==> src/rtl/axi_aw_w_arbiter_pkg.sv <==
// Shared types for the AW/W write-path arbiter and its round-robin picker.
package axi_arb_pkg;

  typedef enum logic [1:0] {
    IDLE = 2'd0,
    AW   = 2'd1,
    W    = 2'd2
  } state_e;

  typedef logic [3:0] qos_t;

  // Index width for n requesters, never narrower than one bit.
  function automatic int idx_width(input int n);
    return (n <= 2) ? 1 : $clog2(n);
  endfunction

endpackage

==> src/rtl/axi_aw_w_arbiter_if.sv <==
// AW/W/B handshake bundle between the masters, the arbiter and the slave port.
// The 'slave' modport is the arbiter's view; 'master' is the surrounding fabric.
// Optional feature macro: AXI_ARB_QOS_EN adds the per-master 4-bit AW QoS field.
interface axi_aw_w_arbiter_if
  import axi_arb_pkg::*;
#(
  parameter int NUM_MST = 4,
  parameter int IDX_W   = idx_width(NUM_MST)
);
  logic [NUM_MST-1:0]   mst_aw_valid;
  logic [NUM_MST-1:0]   mst_aw_ready;
  logic                 slv_aw_valid;
  logic                 slv_aw_ready;
  logic [IDX_W-1:0]     aw_sel;
  logic [NUM_MST-1:0]   mst_w_valid;
  logic [NUM_MST-1:0]   mst_w_last;
  logic [NUM_MST-1:0]   mst_w_ready;
  logic                 slv_w_valid;
  logic                 slv_w_ready;
  logic [IDX_W-1:0]     w_sel;
  logic                 slv_b_valid;
  logic                 slv_b_ready;
  logic [NUM_MST-1:0]   mst_b_valid;
  logic [NUM_MST-1:0]   mst_b_ready;
  logic [IDX_W-1:0]     b_sel;
  logic                 busy;
`ifdef AXI_ARB_QOS_EN
  logic [NUM_MST*4-1:0] mst_aw_qos;
`endif

  modport slave (
`ifdef AXI_ARB_QOS_EN
    input  mst_aw_qos,
`endif
    input  mst_aw_valid, slv_aw_ready, mst_w_valid, mst_w_last, slv_w_ready,
           slv_b_valid, mst_b_ready,
    output mst_aw_ready, slv_aw_valid, aw_sel, mst_w_ready, slv_w_valid, w_sel,
           slv_b_ready, mst_b_valid, b_sel, busy
  );

  modport master (
`ifdef AXI_ARB_QOS_EN
    output mst_aw_qos,
`endif
    output mst_aw_valid, slv_aw_ready, mst_w_valid, mst_w_last, slv_w_ready,
           slv_b_valid, mst_b_ready,
    input  mst_aw_ready, slv_aw_valid, aw_sel, mst_w_ready, slv_w_valid, w_sel,
           slv_b_ready, mst_b_valid, b_sel, busy
  );

endinterface

==> src/rtl/axi_aw_w_arbiter_rr.sv <==
// Combinational circular priority picker, shared with the read-side arbiter.
// Optional feature macro: AXI_ARB_QOS_EN selects highest QoS, ties in circular order.
module axi_arb_rr
  import axi_arb_pkg::*;
#(
  parameter int NUM_REQ = 4,
  parameter int IDX_W   = idx_width(NUM_REQ)
) (
  input  logic [NUM_REQ-1:0]   req,
  input  logic [IDX_W-1:0]     ptr,
`ifdef AXI_ARB_QOS_EN
  input  logic [NUM_REQ*4-1:0] qos,
`endif
  output logic [IDX_W-1:0]     gnt,
  output logic                 found
);

`ifdef AXI_ARB_QOS_EN
  qos_t qos_arr [NUM_REQ];
  for (genvar g = 0; g < NUM_REQ; g++) begin : g_qos
    assign qos_arr[g] = qos[g*4 +: 4];
  end
`endif

  // Walk requesters once starting at ptr; the first hit wins unless a later
  // one carries strictly higher QoS.
  always_comb begin
    logic [IDX_W:0]   sum;
    logic [IDX_W-1:0] idx;
`ifdef AXI_ARB_QOS_EN
    qos_t             best;
    best  = '0;
`endif
    gnt   = '0;
    found = 1'b0;
    sum   = '0;
    idx   = '0;
    for (int i = 0; i < NUM_REQ; i++) begin
      sum = {1'b0, ptr} + (IDX_W+1)'(i);
      if (sum >= (IDX_W+1)'(NUM_REQ)) sum = sum - (IDX_W+1)'(NUM_REQ);
      idx = sum[IDX_W-1:0];
`ifdef AXI_ARB_QOS_EN
      if (req[idx] && (!found || qos_arr[idx] > best)) begin
        best  = qos_arr[idx];
`else
      if (req[idx] && !found) begin
`endif
        gnt   = idx;
        found = 1'b1;
      end
    end
  end

endmodule

==> src/rtl/axi_aw_w_arbiter.sv <==
// Write-path arbiter for one crossbar slave port: round-robin AW grant, W routed
// from the granted master until last, B returned in AW order via a source FIFO.
// Optional feature macro: AXI_ARB_QOS_EN (QoS-first grant, round-robin tie-break).
//
// state | meaning
// IDLE  | pick next AW requester (costs one cycle), blocked while FIFO full
// AW    | present granted master's AW to the slave until accepted
// W     | route granted master's W beats until the last beat is accepted
module axi_aw_w_arbiter
  import axi_arb_pkg::*;
#(
  parameter int NUM_MST = 4,
  parameter int MAX_TXN = 8
) (
  input  logic               clk,
  input  logic               rst,
  axi_aw_w_arbiter_if.slave  bus
);

  localparam int IDX_W  = idx_width(NUM_MST);
  localparam int ADDR_W = $clog2(MAX_TXN);
  localparam int PTR_W  = ADDR_W + 1;

  state_e           state_q, state_d;
  logic [IDX_W-1:0] gnt_q, gnt_d;
  logic [IDX_W-1:0] rr_q, rr_d;
  logic [IDX_W-1:0] fifo_q [MAX_TXN];
  logic [IDX_W-1:0] fifo_d [MAX_TXN];
  logic [PTR_W-1:0] wptr_q, wptr_d, rptr_q, rptr_d;

  logic [PTR_W-1:0] txn_cnt;
  logic             fifo_full, fifo_empty, push, pop;
  logic [IDX_W-1:0] head, pick_idx;
  logic             pick_found;

  assign txn_cnt    = wptr_q - rptr_q;
  assign fifo_full  = (txn_cnt == PTR_W'(MAX_TXN));
  assign fifo_empty = (txn_cnt == '0);
  assign head       = fifo_q[rptr_q[ADDR_W-1:0]];
  assign bus.busy   = (state_q != IDLE) || !fifo_empty;

  axi_arb_rr #(.NUM_REQ(NUM_MST), .IDX_W(IDX_W)) u_rr (
    .req   (bus.mst_aw_valid),
    .ptr   (rr_q),
`ifdef AXI_ARB_QOS_EN
    .qos   (bus.mst_aw_qos),
`endif
    .gnt   (pick_idx),
    .found (pick_found)
  );

  // Grant FSM: next state, grant/pointer update and AW/W routing.
  always_comb begin
    state_d          = state_q;
    gnt_d            = gnt_q;
    rr_d             = rr_q;
    push             = 1'b0;
    bus.slv_aw_valid = 1'b0;
    bus.aw_sel       = '0;
    bus.mst_aw_ready = '0;
    bus.slv_w_valid  = 1'b0;
    bus.w_sel        = '0;
    bus.mst_w_ready  = '0;
    unique case (state_q)
      IDLE: begin
        if (pick_found && !fifo_full) begin
          gnt_d   = pick_idx;
          state_d = AW;
        end
      end
      AW: begin
        bus.slv_aw_valid        = 1'b1;
        bus.aw_sel              = gnt_q;
        bus.mst_aw_ready[gnt_q] = bus.slv_aw_ready;
        if (bus.slv_aw_ready) begin
          push    = 1'b1;
          rr_d    = (gnt_q == IDX_W'(NUM_MST-1)) ? '0 : gnt_q + IDX_W'(1);
          state_d = W;
        end
      end
      W: begin
        bus.w_sel              = gnt_q;
        bus.slv_w_valid        = bus.mst_w_valid[gnt_q];
        bus.mst_w_ready[gnt_q] = bus.slv_w_ready;
        if (bus.mst_w_valid[gnt_q] && bus.slv_w_ready && bus.mst_w_last[gnt_q])
          state_d = IDLE;
      end
      default: state_d = IDLE;
    endcase
  end

  // B return path follows the FIFO head, independent of the grant FSM.
  always_comb begin
    bus.b_sel       = '0;
    bus.mst_b_valid = '0;
    bus.slv_b_ready = 1'b0;
    pop             = 1'b0;
    if (!fifo_empty) begin
      bus.b_sel             = head;
      bus.mst_b_valid[head] = bus.slv_b_valid;
      bus.slv_b_ready       = bus.mst_b_ready[head];
      pop                   = bus.slv_b_valid && bus.mst_b_ready[head];
    end
  end

  // Source-index FIFO update; pointers carry a wrap bit so full is count==depth.
  always_comb begin
    fifo_d = fifo_q;
    if (push) fifo_d[wptr_q[ADDR_W-1:0]] = gnt_q;
    wptr_d = wptr_q + PTR_W'(push);
    rptr_d = rptr_q + PTR_W'(pop);
  end

  // State registers; reset drops any in-flight transactions.
  always_ff @(posedge clk or posedge rst) begin
    if (rst) begin
      state_q <= IDLE;
      gnt_q   <= '0;
      rr_q    <= '0;
      wptr_q  <= '0;
      rptr_q  <= '0;
      fifo_q  <= '{default: '0};
    end else begin
      state_q <= state_d;
      gnt_q   <= gnt_d;
      rr_q    <= rr_d;
      wptr_q  <= wptr_d;
      rptr_q  <= rptr_d;
      fifo_q  <= fifo_d;
    end
  end

  // A granted master must keep AW valid until the slave accepts it.
  a_aw_hold: assert property (@(posedge clk) disable iff (rst)
    (state_q == AW) |-> bus.mst_aw_valid[gnt_q]);

endmodule

==> src/flat_wrapper.sv <==
// flat-port wrapper written by rule: the top's interface ports become plain ports
module axi_aw_w_arbiter_flat import axi_arb_pkg::*;
#(
  parameter int NUM_MST = 4,
  parameter int MAX_TXN = 8
)
  (clk, rst, bus_mst_aw_valid, bus_slv_aw_ready, bus_mst_w_valid, bus_mst_w_last, bus_slv_w_ready, bus_slv_b_valid, bus_mst_b_ready, bus_mst_aw_ready, bus_slv_aw_valid, bus_aw_sel, bus_mst_w_ready, bus_slv_w_valid, bus_w_sel, bus_slv_b_ready, bus_mst_b_valid, bus_b_sel, bus_busy);
  axi_aw_w_arbiter_if #(.NUM_MST(NUM_MST)) bus_i ();
  input  logic clk;
  input  logic rst;
  input wire logic [$bits(bus_i.mst_aw_valid)-1:0] bus_mst_aw_valid;
  input wire logic [$bits(bus_i.slv_aw_ready)-1:0] bus_slv_aw_ready;
  input wire logic [$bits(bus_i.mst_w_valid)-1:0] bus_mst_w_valid;
  input wire logic [$bits(bus_i.mst_w_last)-1:0] bus_mst_w_last;
  input wire logic [$bits(bus_i.slv_w_ready)-1:0] bus_slv_w_ready;
  input wire logic [$bits(bus_i.slv_b_valid)-1:0] bus_slv_b_valid;
  input wire logic [$bits(bus_i.mst_b_ready)-1:0] bus_mst_b_ready;
  output wire logic [$bits(bus_i.mst_aw_ready)-1:0] bus_mst_aw_ready;
  output wire logic [$bits(bus_i.slv_aw_valid)-1:0] bus_slv_aw_valid;
  output wire logic [$bits(bus_i.aw_sel)-1:0] bus_aw_sel;
  output wire logic [$bits(bus_i.mst_w_ready)-1:0] bus_mst_w_ready;
  output wire logic [$bits(bus_i.slv_w_valid)-1:0] bus_slv_w_valid;
  output wire logic [$bits(bus_i.w_sel)-1:0] bus_w_sel;
  output wire logic [$bits(bus_i.slv_b_ready)-1:0] bus_slv_b_ready;
  output wire logic [$bits(bus_i.mst_b_valid)-1:0] bus_mst_b_valid;
  output wire logic [$bits(bus_i.b_sel)-1:0] bus_b_sel;
  output wire logic [$bits(bus_i.busy)-1:0] bus_busy;
  assign bus_i.mst_aw_valid = bus_mst_aw_valid;
  assign bus_i.slv_aw_ready = bus_slv_aw_ready;
  assign bus_i.mst_w_valid = bus_mst_w_valid;
  assign bus_i.mst_w_last = bus_mst_w_last;
  assign bus_i.slv_w_ready = bus_slv_w_ready;
  assign bus_i.slv_b_valid = bus_slv_b_valid;
  assign bus_i.mst_b_ready = bus_mst_b_ready;
  assign bus_mst_aw_ready = bus_i.mst_aw_ready;
  assign bus_slv_aw_valid = bus_i.slv_aw_valid;
  assign bus_aw_sel = bus_i.aw_sel;
  assign bus_mst_w_ready = bus_i.mst_w_ready;
  assign bus_slv_w_valid = bus_i.slv_w_valid;
  assign bus_w_sel = bus_i.w_sel;
  assign bus_slv_b_ready = bus_i.slv_b_ready;
  assign bus_mst_b_valid = bus_i.mst_b_valid;
  assign bus_b_sel = bus_i.b_sel;
  assign bus_busy = bus_i.busy;
  axi_aw_w_arbiter #(.NUM_MST(NUM_MST), .MAX_TXN(MAX_TXN)) u_core (.clk(clk), .rst(rst), .bus(bus_i));
endmodule
==> config.mk <==
export PLATFORM = sky130hd
export DESIGN_NAME = axi_aw_w_arbiter_flat
export DESIGN_NICKNAME = d
export VERILOG_FILES = /design/src/rtl/axi_aw_w_arbiter_pkg.sv /design/src/rtl/axi_aw_w_arbiter_if.sv /design/src/rtl/axi_aw_w_arbiter_rr.sv /design/src/rtl/axi_aw_w_arbiter.sv /design/src/flat_wrapper.sv
export SDC_FILE = /design/constraint.sdc
export NUM_CORES = 1
export LEC_CHECK = 0
export ABC_AREA = 0
export ABC_CLOCK_PERIOD_IN_PS = 3600
export BUFFER_PORTS_ARGS = -buffer_cell sky130_fd_sc_hd__buf_2
export CAP_MARGIN = 20
export CORE_MARGIN = 8
export CORE_UTILIZATION = 45
export CTS_CLUSTER_DIAMETER = 50
export DETAILED_ROUTE_END_ITERATION = 6
export PLACE_DENSITY = 0.76
export SLEW_MARGIN = 20
export SYNTH_ARGS = -nofsm -noshare
export SYNTH_HDL_FRONTEND = slang
export SYNTH_SLANG_ARGS = --single-unit
==> constraint.sdc <==
create_clock -name clk -period 3.6 [get_ports clk]
set_input_delay 0.36 -clock clk [delete_from_list [all_inputs] [get_ports clk]]
set_output_delay 0.36 -clock clk [all_outputs]
set_load 0.01 [all_outputs]
; Word level (Yosys, flattened, before mapping)
; Cells that the tools add are included.
[totals]
wordCells = 126
output_inout_bits = 22
reg_bits = 30
[classes]
add_sub_neg = 11
n_bitwise = 5
reduce_logical = 22
order_cmp = 15
n_eq_ne = 7
mux = 53
[op_table]
columns = cell, n
row1 = two-way mux 2 bit, 18
row2 = two-way mux 1 bit, 19
row3 = "< comparator 2 x 3 -> 1 bit, second input constant", 6
row4 = bitwise mux 16 bit, 1
row5 = binary-select mux 1 bit (select 2 bit), 7
row6 = bitwise AND 4 bit, 3
row7 = two-way mux 4 bit, 3
row8 = logical AND 1 bit, 10
row9 = ">= comparator 3 bit, second input constant", 3
row10 = adder 4 x 1 -> 4 bit, 2
row11 = ">= comparator 4 bit, second input constant", 2
row12 = NOT 3 -> 4 bit, 2
row13 = "subtractor 2 x 1 -> 2 bit, second input constant", 4
row14 = "adder 2 x 2 -> 3 bit, second input constant", 2
row15 = binary-select mux 2 bit (select 3 bit), 1
row16 = demux 2 bit (select 3 bit), 1
row17 = one-hot mux 2 bit (3 select lines), 1
row18 = zero test 1 bit, 5
row19 = demux 1 bit (select 2 bit), 2
row20 = "equality test 2 bit, second input constant", 2
row21 = "equality test 4 bit, second input constant", 1
row22 = ">= comparator 2 x 1 -> 1 bit, second input constant", 2
row23 = zero test 4 bit, 1
row24 = "< comparator 4 x 1 -> 1 bit, second input constant", 1
row25 = 12 further kinds, 14

; Longest topological paths before layout
[depth]
word_depth = 17
ltp_mapped = 11

; Modules after synthesis
; From an unflattened synthesis, not the netlist that was laid out.
[hier_totals]
hier_cells = 173
hier_area_um2 = 1866.8
[modules_own_cells]
columns = module, area_per_inst_um2, cells_each, instances
row1 = axi_aw_w_arbiter, 1793.0, 161, 1
row2 = axi_arb_rr, 73.8, 12, 1

; Worst setup path before layout
; No wires, ideal clock.
[synth_timing]
kind = reg2reg
startpoint = reg u_core.rptr_q[2]
endpoint = reg u_core.rptr_q[2]
required_ns = 3.475
path_slack_ns = 1.317
arrival_time_ns = 2.158
stages_incl_launch_ff = 12
setup_time_ns = 0.125
path_cell_list = dfrtp_1 > buf_2 > inv_1 > ha_1 > a21oi_1 > a21oi_1 > nand4bb_1 > nand3_1 > o22ai_1 > ha_1 > ha_1 > xor2_1
[synth_via]
elab_chain_cells = 9
[synth_rtl]
columns = element, line
row1 = "start, declared", axi_aw_w_arbiter.sv:29  ; logic [PTR_W-1:0] wptr_q, wptr_d, rptr_q, rptr_d;
row2 = "start signal, assigned", axi_aw_w_arbiter.sv:128  ; rptr_q <= rptr_d;
row3 = NOT 3 -> 4 bit (not written as such), axi_aw_w_arbiter.sv:39  ; assign head = fifo_q[rptr_q[ADDR_W-1:0]];
row4 = binary-select mux 2 bit (select 3 bit), axi_aw_w_arbiter.sv:39
row5 = two-way mux 2 bit (not written as such) (2 in a row), axi_aw_w_arbiter.sv:39
row6 = binary-select mux 1 bit (select 2 bit), axi_aw_w_arbiter.sv:102  ; pop = bus.slv_b_valid && bus.mst_b_ready[head];
row7 = two-way mux 1 bit (not written as such), axi_aw_w_arbiter.sv:102
row8 = logical AND 1 bit, axi_aw_w_arbiter.sv:102
row9 = two-way mux 1 bit, axi_aw_w_arbiter.sv:98  ; if (!fifo_empty) begin
row10 = adder 4 x 1 -> 4 bit *, axi_aw_w_arbiter.sv:111  ; rptr_d = rptr_q + PTR_W'(pop);
row11 = net u_core.rptr_d[2], axi_aw_w_arbiter.sv:29
; Mark *: on every way through the listed nets, which the timed path passes. The rest lies on a longest branch. The select of a mux whose other input is x is not followed.
; A chain may end at the register's enable or synchronous reset.

; Worst setup path in the final report
[layout_timing]
startpoint = reg u_core.rptr_q[2]
endpoint = out bus_busy
[layout_via]
elab_chain_cells = 4
[layout_rtl]
columns = element, line
row1 = subtractor 4 bit, axi_aw_w_arbiter.sv:36  ; assign txn_cnt = wptr_q - rptr_q;
row2 = zero test 4 bit, axi_aw_w_arbiter.sv:38  ; assign fifo_empty = (txn_cnt == '0);
row3 = zero test 1 bit, axi_aw_w_arbiter.sv:40  ; assign bus.busy = (state_q != IDLE) || !fifo_empty;
row4 = logical OR 1 bit, axi_aw_w_arbiter.sv:40
row5 = "end, declared", flat_wrapper.sv:27  ; output wire logic [$bits(bus_i.busy)-1:0] bus_busy;
; Every way passes these cells.

==> results.md <==
- After synthesis, the share of flip-flops with an asynchronous set or reset is 100%.
- Adding up every negative setup slack in the final design gives 0 ps.
- The area taken by multi-input logic gates is approximately 1100 um2.
- The sequential-to-total area share from yosys stat is between 30% and 40%.
- Clock tree synthesis selected as its root buffer the cell sky130_fd_sc_hd__clkbuf_8.
- After synthesis the cells add up to approximately 1900 um2.
- The via count of the first global-routing pass is approximately 1,400.
- Port buffering added 42 buffers.
- When the netlist entered floorplanning its net count stood at ~210.
- Summing the areas of all fa, ha and maj instances in the mapped netlist gives approximately 7.3% of the synthesized area.
- The antenna diode count is 0.
- Across the whole layout, storage elements account for about 750 um2.
- Entering global routing, the biggest net connects 18 pins.
- Setup violations remaining at the end of the flow were counted as 0.
- The flow ran to the end, and the final reports show no timing, DRC or antenna violations.
- Setup repair after global routing left no endpoint under its margin.
- The post-cts hold buffer count is 0.
- Cells fill between 50 and 60% of the core in the end.
- The clock transition at the registers of the reported paths is about 60 ps.
- The maximum vdd drop is approximately 0.00035 V.
- The count of nets left with antenna violations once routing finished came out at 0.
- Max-cap violations in this run came to 0.
- The clock tree from TritonCTS is built.
- The leakage power of the design is 1.16 nW.
- The filler cells instantiated in the layout total ~360.
- Once the floorplan was initialized, standard cells occupied between 40% and 50% of the core.
- The final worst-path setup slack is 820 ps.
- The top-level I/O count is 43.
- The routed length per placed instance is ~16 um.
- The area of the core is 4030 um2.
- The first global-routing pass estimated roughly 7200 um of wire.
- The total global routing track utilization is 14.3%.
- The height of the die is between 80 and 90 um.
- The post-cts resize count is 0.
- The initialized floorplan defines 23 standard-cell rows.
- Of all nets on the critical path, the largest fanout is 8.
- The relative area change from synthesis to final layout is 18.5%.
- The clock passes through at most 2 buffers.
- The fraction of final layout cells with drive strength greater than 1 is a little under two fifths.
- The synthesized netlist cell count is between 150 and 200.
- In this run, distinct cell masters in the synthesized netlist total 42.
- The remaining routing DRC violations is 0.
- The TritonCTS buffer count is 5.
- The critical path is of the flop to output port type.
- The final count of hold timing violations came to 0.
- The die outline area is 6540 um2.
- During synthesis, Yosys emitted a total of 0 warnings.
- Measured against the total synthesized area, the mux share comes to a little under a fifth.
- The final estimated routing congestion in global placement is roughly 0.9.
- The initial antenna violation count is 0.
- After global routing the overflow that remains totals 0.
- The worst pin sits at a relative slew slack of a little over two fifths.
- For this run, the post-layout net count is ~250.
- For this block, the routed nets add up to approximately 4200 um of wire.
- The element type at the critical path start is a flop.
- The time the worst path needs with I/O delays and setup is ~2800 ps.
- The worst setup path is captured at an output port.
- Overall power consumption after layout is estimated at 2.12 mW.
- The max-slew violation count was 0.
- The dominant register cell in the synthesized netlist is sky130_fd_sc_hd__dfrtp_1.
- Data arrives at the worst endpoint at 2420 ps.
- After clock tree synthesis, the setup repair step added 0 buffers.
- The pre-CTS setup slack is 980 ps.
- Of the total synthesized cell area, the portion taken by XOR and XNOR cells is 2.77%.
- The post-synthesis compound-gate area fraction is 7.66%.
- The synthesized design contains 0 enable-type register cells.
- The synthesized-area fraction occupied by and/or/nand/nor cells is 20.2%.
- The maximum level of the CTS H-tree is 2.
- Summed over all nets, the half-perimeter wirelength after detailed placement is 3400 um.
- The number of violations reported at the end of detailed-routing iteration 0 is between 90 and 100.
- The type of the most critical hold path is input pin to asynchronous set/reset pin.
- The post-route clock period utilization is around 77%.
- At the worst endpoint, the required time is roughly 3200 ps.
- For this block, the via count after detailed routing is 1,415.
- The first detailed-routing pass took 4 iterations.
- The insertion delay of the later-clocked pin in the worst-skew pair is around 280 ps.
- For the final database, setup skew stands at 3.77 ps.
- After detailed routing, the number of vias per cell comes to around 5.2.
- After synthesis the netlist holds a flip-flop and latch count of 30.
- The top achievable clock speed is around 360 MHz.
- The chip width is roughly 80 um.
- The synthesized area divided by synthesized cell count is 10.8 um2.
- The clock net sink count is 30.
- The power density of the placed cells is 945 nW/um2.
- After synthesis, the largest family of logic cells by area is simple AND/OR/NAND/NOR gates.
- The transition at the pin with the smallest max-transition slack is between 800 and 900 ps.
layout by cell type, fill, tap and decap left out, types with 2 or more instances in the layout:
master and count:
sky130_fd_sc_hd__mux2_2 16, sky130_fd_sc_hd__or3_1 2, sky130_fd_sc_hd__clkbuf_8 6, sky130_fd_sc_hd__nand3_1 9
sky130_fd_sc_hd__o22ai_1 2, sky130_fd_sc_hd__and3_1 8, sky130_fd_sc_hd__xor2_1 2, sky130_fd_sc_hd__a21oi_1 5
sky130_fd_sc_hd__dfrtp_1 30, sky130_fd_sc_hd__mux2i_1 6, sky130_fd_sc_hd__buf_2 42, sky130_fd_sc_hd__ha_1 11
sky130_fd_sc_hd__and2_1 6, sky130_fd_sc_hd__nand2_1 14, sky130_fd_sc_hd__nor2b_1 5, sky130_fd_sc_hd__nor2_1 8
sky130_fd_sc_hd__inv_1 10, sky130_fd_sc_hd__nand2b_1 2, sky130_fd_sc_hd__xnor2_1 4, sky130_fd_sc_hd__mux4_2 4
sky130_fd_sc_hd__o21ai_0 6
cell families (layout without fill, tap and decap cells):
family,Yosys count,after routing
simple gates,66,66
buf+inv,18,62
flops,30,30
mux,27,27
xor+xnor,6,6
compound gates,18,18
fa+ha+maj,11,11
state kept, by name (all words and copies together) (netlist names):
register / flops
u_core.state_q: 2
u_core.gnt_q: 2
u_core.rptr_q: 4
u_core.wptr_q: 4
u_core.fifo_q: 16
u_core.rr_q: 2
area by class of cell:
| cell class | count | area share (%) |
|---|---|---|
| sequential | 30 | 33.4 |
| timing repair buffer | 43 | 10.6 |
| clock buffer | 7 | 3.84 |
| multi-input combinational | 128 | 47.3 |
| tap | 50 | 2.78 |
| clock inverter | 1 | 0.223 |
| inverter | 11 | 1.84 |
where the power goes:
group / leakage (nW) / switching, mW / internal, mW
Combinational: 0.734 / 0.558 / 0.572
Sequential: 0.377 / 0.219 / 0.498
Clock: 0.0482 / 0.122 / 0.154
Total: 1.16 / 0.899 / 1.22
routing by layer:
metal	share of wire, %	vias to the layer above	global-route usage, %	wire, um
met2	47	33	21.0	1970
met1	45	670	18.5	1900
met5	0	-	0	0
met3	6.5	8	5.41	276
met4	1.9	0	5.54	79
li1	-	704	-	-
synthesized netlist by cell type (6+ instances only):
master / instances / area (um2)
sky130_fd_sc_hd__mux2_2: 16 / 180
sky130_fd_sc_hd__and3_1: 8 / 50.1
sky130_fd_sc_hd__and2_1: 6 / 37.5
sky130_fd_sc_hd__nand2_1: 14 / 52.6
sky130_fd_sc_hd__o21ai_0: 6 / 30.0
sky130_fd_sc_hd__inv_1: 10 / 37.5
sky130_fd_sc_hd__dfrtp_1: 30 / 751
sky130_fd_sc_hd__nand3_1: 9 / 45.0
sky130_fd_sc_hd__nor2_1: 8 / 30.0
sky130_fd_sc_hd__ha_1: 11 / 138
sky130_fd_sc_hd__mux2i_1: 6 / 60.1
worst paths after layout:
kind / from / end / slack, ps / depth (start not counted)
min reg2reg: u_core.fifo_q[12]$_DFFE_PP0P_ / u_core.fifo_q[12]$_DFFE_PP0P_ / 480 / 2
min: rst / u_core.gnt_q[0]$_DFFE_PP0P_ / 150 / 2
max: u_core.rptr_q[2]$_DFF_PP0_ / bus_busy / 820 / 7
max in group asynchronous: rst / u_core.rptr_q[1]$_DFF_PP0_ / 2950 / 3
min in group clk: bus_slv_aw_ready / u_core.state_q[0]$_DFFE_PP0P_ / 410 / 3
max reg2reg: u_core.rptr_q[2]$_DFF_PP0_ / u_core.rptr_q[2]$_DFF_PP0_ / 980 / 10
critical path: stages (launching register included):
cell	delay (ps)
sky130_fd_sc_hd__dfrtp_1	510
sky130_fd_sc_hd__inv_1	140
sky130_fd_sc_hd__ha_1	370
sky130_fd_sc_hd__a21oi_1	190
sky130_fd_sc_hd__a21oi_1	110
sky130_fd_sc_hd__nand4bb_1	310
sky130_fd_sc_hd__or3_1	360
sky130_fd_sc_hd__buf_2	140
stage by stage:
step                instances  instance area (um2)  hold WS, ps
floorplan                 176                 1900          444
global placement          261                 2130          466
detailed placement        262                 2160          472
CTS                       270                 2250          164
global route              270                 2250          191
finish                    270                 2250          149
Note: power is estimated with default switching activity, not from simulation.
